[config.mk]
export PLATFORM = sky130hd
export DESIGN_NAME = simple_bus_arbiter
export DESIGN_NICKNAME = d
export VERILOG_FILES = /design/src/rtl/simple_bus_arbiter.sv
export SDC_FILE = /design/constraint.sdc
export NUM_CORES = 1
export LEC_CHECK = 0
export ABC_AREA = 0
export CORE_MARGIN = 8
export CORE_UTILIZATION = 41
export CTS_BUF_LIST = sky130_fd_sc_hd__clkbuf_2 sky130_fd_sc_hd__clkbuf_4 sky130_fd_sc_hd__clkbuf_8
export CTS_CLUSTER_SIZE = 14
export DETAILED_ROUTE_END_ITERATION = 8
export HOLD_SLACK_MARGIN = 0.1
export PLACE_DENSITY = 0.94
export SETUP_SLACK_MARGIN = 0.05
export SYNTH_ARGS = -nofsm -noshare
export SYNTH_HDL_FRONTEND = slang
export SYNTH_SLANG_ARGS = --single-unit
[constraint.sdc]
create_clock -name S_AXI_ACLK -period 3.65 [get_ports S_AXI_ACLK]
set_input_delay 0.5475 -clock S_AXI_ACLK [delete_from_list [all_inputs] [get_ports S_AXI_ACLK]]
set_output_delay 0.5475 -clock S_AXI_ACLK [all_outputs]
set_load 0.01 [all_outputs]
[src/rtl/simple_bus_arbiter.sv]
// Round-robin arbiter sharing one simple-bus AXI4-Lite manager between two requesters.
// Define ARB_TIMEOUT_EN to enable the WAIT-state watchdog (TIMEOUT_CYCLES, timeoutErr).
module simple_bus_arbiter #(
  parameter int ADDR_WIDTH     = 4,
  parameter int DATA_WIDTH     = 32,
  parameter int TIMEOUT_CYCLES = 64
) (
  input  logic                    S_AXI_ACLK,
  input  logic                    S_AXI_ARESET,
  input  logic [1:0]              reqWr,
  input  logic [2*ADDR_WIDTH-1:0] reqWrAddr,
  input  logic [2*DATA_WIDTH-1:0] reqWrData,
  output logic [1:0]              reqWrDone,
  input  logic [1:0]              reqRd,
  input  logic [2*ADDR_WIDTH-1:0] reqRdAddr,
  output logic [DATA_WIDTH-1:0]   reqRdData,
  output logic [1:0]              reqRdDone,
  output logic                    timeoutErr,
  output logic                    busy,
  output logic [ADDR_WIDTH-1:0]   wrAddr,
  output logic [DATA_WIDTH-1:0]   wrData,
  output logic                    wr,
  input  logic                    wrDone,
  output logic [ADDR_WIDTH-1:0]   rdAddr,
  output logic                    rd,
  input  logic [DATA_WIDTH-1:0]   rdData,
  input  logic                    rdDone
);

  typedef enum logic [1:0] {IDLE, ISSUE, WAIT, DONE} state_t;

  state_t state, state_nxt;
  logic   grant, op_rd, last_grant;
  logic   [1:0] active;
  logic   win, win_rd;
  logic   match_done, wait_exit;

  // Contention goes to the requester not served last; a lone requester always wins.
  always_comb begin
    active     = reqWr | reqRd;
    win        = (active == 2'b11) ? ~last_grant : active[1];
    win_rd     = ~reqWr[win];
    match_done = op_rd ? rdDone : wrDone;
  end

`ifdef ARB_TIMEOUT_EN
  localparam int CW = $clog2(TIMEOUT_CYCLES + 1);
  logic [CW-1:0] wait_cnt;
  logic          tmo_hit, timed_out;

  assign tmo_hit   = (state == WAIT) && (wait_cnt == CW'(TIMEOUT_CYCLES - 1));
  assign wait_exit = match_done | tmo_hit;

  always_ff @(posedge S_AXI_ACLK) begin
    if (S_AXI_ARESET) begin
      wait_cnt  <= '0;
      timed_out <= 1'b0;
    end else begin
      case (state)
        IDLE:    timed_out <= 1'b0;
        ISSUE:   wait_cnt  <= '0;
        WAIT: begin
          wait_cnt <= wait_cnt + 1'b1;
          if (!match_done && tmo_hit) timed_out <= 1'b1;
        end
        default: ;
      endcase
    end
  end
`else
  assign wait_exit = match_done;
`endif

  always_ff @(posedge S_AXI_ACLK) begin
    if (S_AXI_ARESET) state <= IDLE;
    else              state <= state_nxt;
  end

  always_comb begin
    state_nxt = state;
    case (state)
      IDLE:    if (|active) state_nxt = ISSUE;
      ISSUE:   state_nxt = WAIT;
      WAIT:    if (wait_exit) state_nxt = DONE;
      DONE:    state_nxt = IDLE;
      default: state_nxt = IDLE;
    endcase
  end

  // Grant, op and manager-side address/data are latched once per grant.
  always_ff @(posedge S_AXI_ACLK) begin
    if (S_AXI_ARESET) begin
      grant      <= 1'b0;
      op_rd      <= 1'b0;
      last_grant <= 1'b1;
      wrAddr     <= '0;
      wrData     <= '0;
      rdAddr     <= '0;
      reqRdData  <= '0;
    end else begin
      case (state)
        IDLE: if (|active) begin
          grant <= win;
          op_rd <= win_rd;
          if (win_rd) begin
            rdAddr <= win ? reqRdAddr[ADDR_WIDTH +: ADDR_WIDTH] : reqRdAddr[0 +: ADDR_WIDTH];
          end else begin
            wrAddr <= win ? reqWrAddr[ADDR_WIDTH +: ADDR_WIDTH] : reqWrAddr[0 +: ADDR_WIDTH];
            wrData <= win ? reqWrData[DATA_WIDTH +: DATA_WIDTH] : reqWrData[0 +: DATA_WIDTH];
          end
        end
        WAIT: begin
          if (match_done) begin
            if (op_rd) reqRdData <= rdData;
          end
`ifdef ARB_TIMEOUT_EN
          else if (tmo_hit && op_rd) reqRdData <= '1;
`endif
        end
        DONE: last_grant <= grant;
        default: ;
      endcase
    end
  end

  always_comb begin
    wr         = 1'b0;
    rd         = 1'b0;
    reqWrDone  = '0;
    reqRdDone  = '0;
    timeoutErr = 1'b0;
    busy       = (state != IDLE);
    case (state)
      ISSUE: begin
        wr = ~op_rd;
        rd = op_rd;
      end
      DONE: begin
        if (op_rd) reqRdDone[grant] = 1'b1;
        else       reqWrDone[grant] = 1'b1;
`ifdef ARB_TIMEOUT_EN
        timeoutErr = timed_out;
`endif
      end
      default: ;
    endcase
  end

endmodule

# Word-level counts from Yosys, hierarchy flattened
# Cells that the tools add are included.
dict set report word_totals {
  ff_bits 77
  in_bits 120
  output_inout_bits 80
  wordCells 48
}
dict set report classes {
  magnitude_cmp 3
  n_eq_ne 6
  muxes 18
  bitwise 4
  n_reduce_logical 9
}
# cell n
set op_table {}
lappend op_table {{$mux W32} 1}
lappend op_table {{$mux W2} 6}
lappend op_table {{$reduce_and A3 Y1} 3}
lappend op_table {{$mux W4} 2}
lappend op_table {{$pmux W2 S4} 1}
lappend op_table {{$mux W1} 7}
lappend op_table {{$eq A2 B2 Y1 const B} 3}
lappend op_table {{$lt A1 B2 Y1 const B} 2}
lappend op_table {{$ne A2 B2 Y1 const B} 2}
lappend op_table {{$reduce_and A2 Y1} 2}
lappend op_table {{$not A1 Y1} 3}
lappend op_table {{$eq A2 B1 Y1 const B} 1}
lappend op_table {{$logic_not A2 Y1} 1}
lappend op_table {{$or A2 B2 Y2} 1}
lappend op_table {{$reduce_bool A2 Y1} 1}
lappend op_table {{$reduce_or A2 Y1} 1}
lappend op_table {{$demux W1 S1} 1}
lappend op_table {{$ge A1 B1 Y1 const B} 1}
lappend op_table {{$logic_and A1 B1 Y1} 1}

# Depth between registers and ports, before layout
dict set report depth {
  ltp_word 7
  mapped_depth 7
  mapped_depth_nobuf 6
}

# Worst setup path after synthesis
# No wires, ideal clock.
dict set report synth_timing {
  path_type {input -> register}
  start {input port reqRd[0]}
  end {register state[0]}
  setup_time_ps 119
  arrival_time_ps 1438
  path_slack_ps 2093
  stages 3
  path_buffers 0
  cell_sequence {or4_4 a2bb2oi_2 o221a_1}
}
dict set report synth_via {
  elab_chain_len 4
}
# item line_no
set synth_lines {}
lappend synth_lines {{start, declared} 14} ;# input logic [1:0] reqRd,
lappend synth_lines {{$or A2 B2 Y2} 40} ;# active = reqWr | reqRd;
lappend synth_lines {{$reduce_or A2 Y1} 82} ;# IDLE: if (|active) state_nxt = ISSUE;
lappend synth_lines {{$ne A2 B2 Y1 (no source line)} -}
lappend synth_lines {{$reduce_and A2 Y1 (no source line)} -}
lappend synth_lines {{end signal, assigned} 76} ;# else state <= state_nxt;
lappend synth_lines {{end, declared} 32} ;# state_t state, state_nxt;
# Every way passes these cells.
# A chain may end at the register's enable or synchronous reset.

# Worst setup path in the final report
dict set report layout_timing {
  start {input port reqWr[1]}
  end {register wrData[0]}
}
dict set report layout_via {
  elab_chain_len 6
}
# item line_no
set layout_lines {}
lappend layout_lines {{start, declared} 10} ;# input logic [1:0] reqWr,
lappend layout_lines {{$or A2 B2 Y2} 40}
lappend layout_lines {{$eq A2 B2 Y1} 41} ;# win = (active == 2'b11) ? ~last_grant : active[1];
lappend layout_lines {{$mux W1} 41}
lappend layout_lines {{$mux W1 (implied by the code) (2 in a row)} 42} ;# win_rd = ~reqWr[win];
lappend layout_lines {{$reduce_and A3 Y1 (no source line)} -}
lappend layout_lines {{end signal, assigned} 109} ;# wrData <= win ? reqWrData[DATA_WIDTH +: DATA_WIDTH] : reqWrData[0 +: DATA_WIDTH];
lappend layout_lines {{end, declared} 21} ;# output logic [DATA_WIDTH-1:0] wrData,
# Several ways; a longest one is shown, not always the timed one. The select of a mux whose other input is x is not followed.

==> flow_summary.yaml <==
outcome:
  status: "completed"
sta:
  finClkSkew_ns: 0.00853
  rsz0062_at_grt: "no"
  min_period_ns: 2.50
  tightest_slew_ns: 1.23
  finalHoldViolCount: 0
  period_share_pct: 68.6
  setup_tns_ns: 0
  relSlewSlack_pct: 18.1
  drv_slew: 0
  setup_viol: 0
  fmax_mhz: 399
logic_synthesis:
  yosys-mux-area-fraction_pct: 13.0
  syn-cell-area_um2: 3230
  synth_top_family_by_area: "compound AO/OA/AOI/OAI gates"
  synth_seq_cells: 77
  synth_compound_gate_area_share_pct: 20.1
  synth_fp_nets: 486
  async_flop_share_pct: 0
  synth_adder_area_share_pct: 1.55
  yosysWarnings: 0
  yosysUniqueCellTypes: 32
  synth_ff_type: "dfxtp_1"
  synth-xor-area-share_pct: 0
  synth_simple_gate_area_share_pct: 11.3
  synth-edff-count: 0
  synth.avg_cell_area_um2: 8.93
  ys_seq_area_share_pct: 47.7
  netlist_instances: 362
clocking:
  clk_pin_slew_ns: 0.07
  clock_sinks: 77
  numCtsBuffers: 9
  hold_buffers: 0
  clk_latency_ns: 0.33
  cts_tree: "done"
  root_buffer: "clkbuf_8"
  cts-htree-levels: 3
  cts-resized-gates: 0
  clk_path_buf_depth: 2
  cts_setup_buffers: 0
global_route:
  grt_pass1_vias: 3362
  grt.total_usage_pct: 19.1
  overflow: 0
  antenna_found_initial: 0
  grt_pass1_wl_um: 17200
  grt_max_degree: 56
detailed_routing:
  wl_per_cell_um: 17.0
  wl_um: 11100
  m1WireLength_um: 4290
  num_vias: 3262
  dr_wl_met2_um: 5620
  final_antenna_net_count: 0
  top_layer: "met4"
  vias_per_cell: 5.00
  drtIter0Drc: 97
  met3WireLength_um: 1030
  dr.pass1.iters: 4
  drc: 0
die:
  start_util_pct: 42.0
  die_w_um: 105
  dieArea_um2: 11000
  core_area_um2: 7690
  die_h_um: 105
  io_pins: 200
  rows: 32
setup_path:
  cp_max_fo: 22
  worstSetupPathType: "in2reg"
  slowest_delay_ns: 0.75
  arrival_ns: 2.67
  critPathTopFamily: "buffers and inverters"
  required_ns: 3.81
  path_cells: "clkdlybuf4s50_1, o21ai_4, buf_4, mux2i_1, a21oi_1"
  crit_buf_inv: 2
  start_kind: "input pin"
  end_kind: "register"
  slowest_stage: "o21ai_4"
place:
  place_hpwl_um: 8880
  gp_congestion: 0.759
  placed_area_um2: 5190
  io_buffers: 198
final_layout:
  nNetsFinal: 670
  syn_to_final_growth_pct: 66.2
  antenna_cells: 0
  drive_above_1_share_pct: 4.72
  final_area_um2: 5370
power:
  ir_worst_vdd_uv: 267
  leakagePower_uw: 0.00215
  power_density_nw_per_um2: 527
flow_run:
  drv_cap: 0
hold_path:
  hold_path_class: "reg2reg"
-- final timing paths --
| check | from | end | slack, ns | cells past startpoint |
|---|---|---|---|---|
| hold reg to reg | reqRdData[20] | reqRdData[20] | 0.45 | 2 |
| hold / removal | reqRdData[20] | reqRdData[20] | 0.45 | 2 |
| setup reg to reg | state[0] | wrData[16] | 1.46 | 6 |
| setup / recovery | reqWr[1] | wrData[0] | 1.15 | 5 |
-- synthesized netlist by cell type (all sizes together) (2+ instances only) --
master / n / area, um2
ha: 4 / 50.1
nor2: 3 / 11.3
nor2b: 2 / 12.5
o221a: 2 / 22.5
o31ai: 4 / 30.0
nand2b: 2 / 12.5
a2bb2oi: 2 / 23.8
buf: 18 / 143
inv: 4 / 15.0
o21ai: 38 / 194
clkbuf: 11 / 41.3
mux2i: 42 / 420
nand2: 66 / 248
dfxtp: 77 / 1540
a21oi: 73 / 365
and3: 2 / 12.5
nand3: 2 / 10.0
-- cell type report --
cell class                      count  area, um2
Fill cell                         602       2320
Timing Repair Buffer              202       2010
Sequential cell                    77       1540
Multi-Input combinational cell    252       1500
Clock buffer                       10        138
Tap cell                          102        128
Clock inverter                      6       38.8
Inverter                            4       15.0
-- power by group --
part	switching (uW)	internal, uW
clock network	297	263
registers	112	1030
logic	525	606
total	934	1900
-- worst register-to-register path, cell delays in order, from the launching register on --
cell	delay, ns
dfxtp_1	0.35
inv_1	0.09
ha_1	0.25
o221a_2	0.84
buf_4	0.31
o21ai_0	0.09
a21oi_1	0.20
-- placed cells by master (no fill, tap or decap) --
| cell type | Yosys | final |
|---|---|---|
| nand2_1 | 66 | 66 |
| o221a_1 | 2 | 1 |
| and3_1 | 2 | 2 |
| o21ai_1 | 11 | 11 |
| nand2b_1 | 2 | 2 |
| nor2_1 | 3 | 3 |
| nor2b_1 | 2 | 2 |
| and2_1 | 1 | 1 |
| nor3_1 | 1 | 1 |
| nand3_1 | 2 | 2 |
| a21oi_1 | 73 | 73 |
| a211oi_1 | 1 | 1 |
| o21ai_0 | 26 | 26 |
| clkinv_2 | 0 | 3 |
| o21ai_4 | 0 | 1 |
| dfxtp_1 | 77 | 77 |
| conb_1 | 1 | 1 |
| a2bb2oi_1 | 1 | 1 |
| a2bb2oi_2 | 1 | 1 |
| buf_4 | 6 | 4 |
| a21boi_1 | 1 | 1 |
| clkinvlp_4 | 0 | 2 |
| o221a_2 | 0 | 1 |
| or2_2 | 1 | 1 |
| clkdlybuf4s50_1 | 0 | 198 |
| mux2i_1 | 42 | 42 |
| nor4b_2 | 1 | 1 |
| and3b_1 | 1 | 1 |
| inv_1 | 4 | 4 |
| or4_4 | 1 | 1 |
| nor3b_1 | 1 | 1 |
| clkbuf_8 | 0 | 10 |
| clkinv_4 | 0 | 1 |
| o31ai_1 | 4 | 4 |
| ha_1 | 4 | 4 |
-- metrics by stage --
step	cells	hold WS (ns)	worst slack [ns]	utilization [%]	power, uW
final	653	0.453	1.15	69.9	2830
after global routing	653	0.480	1.03	69.9	2990
after detailed placement	637	0.446	0.818	67.6	2290
after CTS	653	0.455	1.16	69.9	2860
after floorplan	362	0.481	2.09	-	1720
after global placement	637	0.441	0.983	67.6	2230
-- flip-flops by register name (all words and copies together) (netlist names) --
register,count
grant,1
last_grant,1
op_rd,1
rdAddr,4
reqRdData,32
state,2
wrAddr,4
wrData,32
-- layer usage --
metal  global-route usage [%]  up-vias
li1                         -     1622
met1                     20.1     1486
met2                     34.8      139
met3                     6.94       15
met4                     5.20        0
met5                        0        -
-- logic make-up (layout without fill, tap and decap cells) --
logic type,Yosys count,after routing
flops,77,77
mux,42,42
fa+ha+maj,4,4
buf+inv,33,222
simple gates,84,84
other cells,1,1
compound gates,121,121
(Power assumes the default switching activity.)
